`src/rtl/cpu_sequencer.sv`:
```
`default_nettype none
// +--------------------------------------------------------------------------+
// | cpu_sequencer: 4-phase fetch/decode/execute/writeback sequencer with     |
// | conditional branch on registered NZCV flags.          Revision: 1.0      |
// +--------------------------------------------------------------------------+
module cpu_sequencer #(
  parameter int PC_WIDTH = 8
) (
  input  logic                clk,
  input  logic                rst_n,
  input  logic                stall,
  input  logic [15:0]         instr_rdata,
  input  logic [3:0]          flags_in,
  input  logic                flag_wr_en,
  output logic [PC_WIDTH-1:0] imem_addr,
  output logic [3:0]          opcode,
  output logic [7:0]          operand,
  output logic [1:0]          state,
  output logic                condition_code_check,
  output logic                branch_taken
);

  typedef enum logic [1:0] {
    FETCH     = 2'd0,
    DECODE    = 2'd1,
    EXECUTE   = 2'd2,
    WRITEBACK = 2'd3
  } state_t;

  localparam logic [3:0] OP_BRANCH = 4'hC;

  state_t              cur_state, next_state;
  logic                load_ir, update_pc, take_branch;
  logic [PC_WIDTH-1:0] pc, pc_inc, branch_target;
  logic [11:0]         ir;        // cond is consumed at load time, so only opcode/operand are kept
  logic [3:0]          flag_reg;  // {N,Z,C,V}

  function automatic logic cond_pass(input logic [3:0] c, input logic [3:0] f);
    logic n, z, cy, v, r;
    {n, z, cy, v} = f;
    r = 1'b0;
    case (c)
      4'h0: r = z;
      4'h1: r = !z;
      4'h2: r = cy;
      4'h3: r = !cy;
      4'h4: r = n;
      4'h5: r = !n;
      4'h6: r = v;
      4'h7: r = !v;
      4'h8: r = (n == v);
      4'h9: r = (n != v);
      4'hA: r = !z && (n == v);
      4'hB: r = z || (n != v);
      4'hC: r = cy && !z;
      4'hD: r = !cy || z;
      4'hE: r = 1'b1;
      4'hF: r = 1'b0;
    endcase
    return r;
  endfunction

  if (PC_WIDTH > 8) begin : g_target_wide
    assign branch_target = {{(PC_WIDTH-8){1'b0}}, ir[7:0]};
  end else begin : g_target_narrow
    assign branch_target = ir[PC_WIDTH-1:0];
  end

  assign pc_inc      = pc + {{(PC_WIDTH-1){1'b0}}, 1'b1};
  assign take_branch = (ir[11:8] == OP_BRANCH) && condition_code_check;

  always_ff @(posedge clk or negedge rst_n) begin
    if (!rst_n) cur_state <= FETCH;
    else        cur_state <= next_state;
  end

  always_comb begin
    next_state = cur_state;
    load_ir    = 1'b0;
    update_pc  = 1'b0;
    if (!stall) begin
      case (cur_state)
        FETCH:     next_state = DECODE;
        DECODE: begin
          next_state = EXECUTE;
          load_ir    = 1'b1;
        end
        EXECUTE:   next_state = WRITEBACK;
        WRITEBACK: begin
          next_state = FETCH;
          update_pc  = 1'b1;
        end
      endcase
    end
  end

  always_ff @(posedge clk or negedge rst_n) begin
    if (!rst_n) begin
      pc                   <= '0;
      ir                   <= 12'hF00;
      flag_reg             <= 4'h0;
      condition_code_check <= 1'b0;
      branch_taken         <= 1'b0;
    end else begin
      branch_taken <= 1'b0;
      if (flag_wr_en) flag_reg <= flags_in;
      // Condition uses the flag value before any same-edge flag write.
      if (load_ir) begin
        ir                   <= instr_rdata[11:0];
        condition_code_check <= cond_pass(instr_rdata[15:12], flag_reg);
      end
      if (update_pc) begin
        if (take_branch) begin
          pc           <= branch_target;
          branch_taken <= 1'b1;
        end else begin
          pc <= pc_inc;
        end
      end
    end
  end

  assign imem_addr = pc;
  assign opcode    = ir[11:8];
  assign operand   = ir[7:0];
  assign state     = cur_state;

endmodule
`default_nettype wire

```
`config.mk`:
```
export PLATFORM = sky130hd
export DESIGN_NAME = cpu_sequencer
export DESIGN_NICKNAME = d
export VERILOG_FILES = /design/src/rtl/cpu_sequencer.sv
export SDC_FILE = /design/constraint.sdc
export NUM_CORES = 1
export LEC_CHECK = 0
export CORE_ASPECT_RATIO = 0.6
export CORE_MARGIN = 2
export CORE_UTILIZATION = 40
export CTS_CLUSTER_DIAMETER = 200
export DETAILED_ROUTE_END_ITERATION = 16
export HOLD_SLACK_MARGIN = 0.03
export PLACE_DENSITY = 0.83
export SYNTH_ARGS = -nofsm -noshare
export SYNTH_HDL_FRONTEND = slang
export SYNTH_SLANG_ARGS = --single-unit
export TNS_END_PERCENT = 30
```
`constraint.sdc`:
```
create_clock -name clk -period 2.1 [get_ports clk]
set_input_delay 0.525 -clock clk [delete_from_list [all_inputs] [get_ports clk]]
set_output_delay 0.525 -clock clk [all_outputs]
set_load 0.01 [all_outputs]
```
==> metrics.yaml <==
drive_above_1_share: 0.178
syn-mean-instance-area_um2: 11.3
diodes: 0
leakagePower_uw: 0.000853
grt_pass1_wl_um: 5660
htreeDepth: 1
end_kind: "output pin"
grt_max_degree: 29
grt.busiest_layer: "met2"
yosysTopAreaCell: "dfrtp_1"
syn_inst: 131
p_switching_uw: 937
drv_cap: 0
mappedNetlistNets: 160
setup_tns_ns: 0
rsz0062_at_grt: "no"
cp_slowest_cell: "dfstp_2"
ant_nets: 0
firstDrtPassIters: 4
cp-start-kind: "register"
r2r_slack_ns: 0.60
ys_types: 38
crit_type: "reg2out"
met3_usage: 0.0495
ys_ff_latch: 28
grt_overflow: 0
cp.arrival_ns: 1.42
largest_register_ffs: 12
min_delay_path_depth: 1
r2r-start: "ir[10]"
cpPeakStageDelay_ns: 0.60
clk_pin_slew_worst_paths_ns: 0.09
seq_area_um2: 706
cts_buffer_depth: 2
path_cells: "clkdlybuf4s50_1"
synth_area_um2: 1480
seqPwrFrac: 0.405
hold_class: "reg2reg"
insertion_delay_ns: 0.28
drc: 0
worstHoldStart: "ir[1]"
post_drt_wl_per_cell_um: 15.3
period_share: 0.928
die_y_um: 51.1
cts_hold_buf: 0
cts_buffers: 3
setup_viol: 0
power_density_nw_per_um2: 1280
ys_seq_area_frac: 0.477
core_um2: 3620
routed_via_density: 5.29
place_congestion: 0.880
grt_usage: 0.180
cp.required_ns: 1.57
finalPower_uw: 2630
tightest_slew_ns: 0.388
synth_top_area_frac: 0.406
hold-path-endpoint: "ir[1]"
vias: 1201
max_freq_mhz: 513
cts_resized: 0
reg2regPathDepth: 4
cts.sinks: 28
nFillCells: 287
start_util: 0.409
pwr-share-clk: 0.126
cts-root-buf: "clkbuf_8"
skew_ns: 0.00637
yosysWarnings: 0
synth_area_leaders: "dfrtp_1 (41%), mux2_2 (13%), dfstp_2 (7.1%)"
postCtsSetupBuffers: 0
grt_antenna_before_repair: 0
num_rows: 17
use_met1: 0.232
dr.first_iter.drc_count: 134
final_util: 0.568
ir_drop_mv: 0.589
die-area_um2: 4220
dp_hpwl_um: 2640
pin_count: 48
cts_tree: "yes"
status: "complete, no violations"
fin_nets: 210
crit_fanout: 7
multi_input_area_um2: 704
crit_family: "flip-flops"
fin_crit_ns: 1.95
port_buffers: 47
wirelength_um: 3460
die_x_um: 82.5
p_comb_frac: 0.469
cp_num_buf_inv: 1
r2r-end: "imem_addr[7]"
drv_slew: 0
intPower_uw: 1700
grt_pass1_vias: 1196
area_growth_pct: 38.8
swShare: 0.356
slew_headroom: 0.738
hold_violations: 0
grt.met2_usage: 0.308
[Yosys cell counts]
cell       count
dfrtp_1       24
o2111a_1       1
xnor2_1        1
a211oi_2       1
a31oi_1        1
o221ai_1       1
nand3_1        4
inv_1          8
buf_6          2
dfstp_2        4
nor2_1         7
o31ai_1        1
and3b_1        1
nand2_1        8
mux2i_1        1
or2_4          1
ha_1           5
a21oi_1        6
nor2b_1        4
o311ai_0       1
nand4b_4       1
clkbuf_1       2
buf_2          2
and4_1         1
a211oi_1       1
a22oi_1        2
o22ai_1        6
mux2_2        17
a32oi_1        1
nor3_1         1
a2bb2oi_1      3
a311oi_1       1
o311ai_1       1
mux4_1         1
nand2b_1       2
nand4_1        1
o21ai_0        5
and2b_1        1
[final cells by class]
cell class	instances	share of cell area
flip-flops and latches	28	0.343
multi-input cells	89	0.343
repair buffers	51	0.244
well taps	47	0.0286
clock buffers	4	0.0268
inverters	8	0.0146
[kinds of logic after synthesis]
group | count (synthesis) | share of synthesized area
compound gates | 32 | 0.150
simple gates | 32 | 0.123
flops | 28 | 0.477
mux | 19 | 0.154
buf+inv | 14 | 0.0473
fa+ha+maj | 5 | 0.0423
xor+xnor | 1 | 0.00592
[worst max-delay path by stage]
stage                     cells after the start                    to  slack, ns             from
after global routing                          1             opcode[1]       0.08            ir[9]
after global placement                        5  condition_code_check       0.13  instr_rdata[13]
after floorplan                               6                 ir[0]       0.54         state[1]
after CTS                                     1             opcode[1]       0.14            ir[9]
final                                         1             opcode[1]       0.15            ir[9]
after detailed placement                      5  condition_code_check       0.07  instr_rdata[14]
[placed cells by master, fill, tap and decap left out, types with 2 or more instances in the layout]
cell / count
clkdlybuf4s50_1: 47
dfrtp_1: 24
mux2_2: 17
inv_1: 8
nand2_1: 8
nor2_1: 7
a21oi_1: 6
o22ai_1: 6
o21ai_0: 5
ha_1: 5
nor2b_1: 4
nand3_1: 4
clkbuf_8: 4
dfstp_2: 4
buf_4: 4
a2bb2oi_1: 3
nand2b_1: 2
a22oi_1: 2
[layer usage]
layer  vias to the layer above  part of all wire
li1                        585                 -
met2                        40              0.49
met5                         -                 0
met3                         4             0.057
met1                       572              0.44
met4                         0            0.0049
[power groups by stage]
stage          registers (uW)  logic (uW)  clock network [uW]
6_report                 1070        1230                 332
5_1_grt                  1110        1350                 365
4_1_cts                  1060        1240                 341
3_5_place_dp             1070        1230                   0
3_3_place_gp             1060        1190                   0
2_1_floorplan            1120         535                   0
[stage by stage]
step	cell area (um2)	worst slack [ns]	hold WS [ns]	cells
global placement	2000	0.133	0.524	223
global route	2050	0.0840	0.568	227
detailed placement	2000	0.0662	0.531	223
finish	2050	0.150	0.549	227
CTS	2050	0.142	0.552	227
floorplan	1480	0.536	0.229	131
No activity file was read; power rests on OpenSTA's default activity.
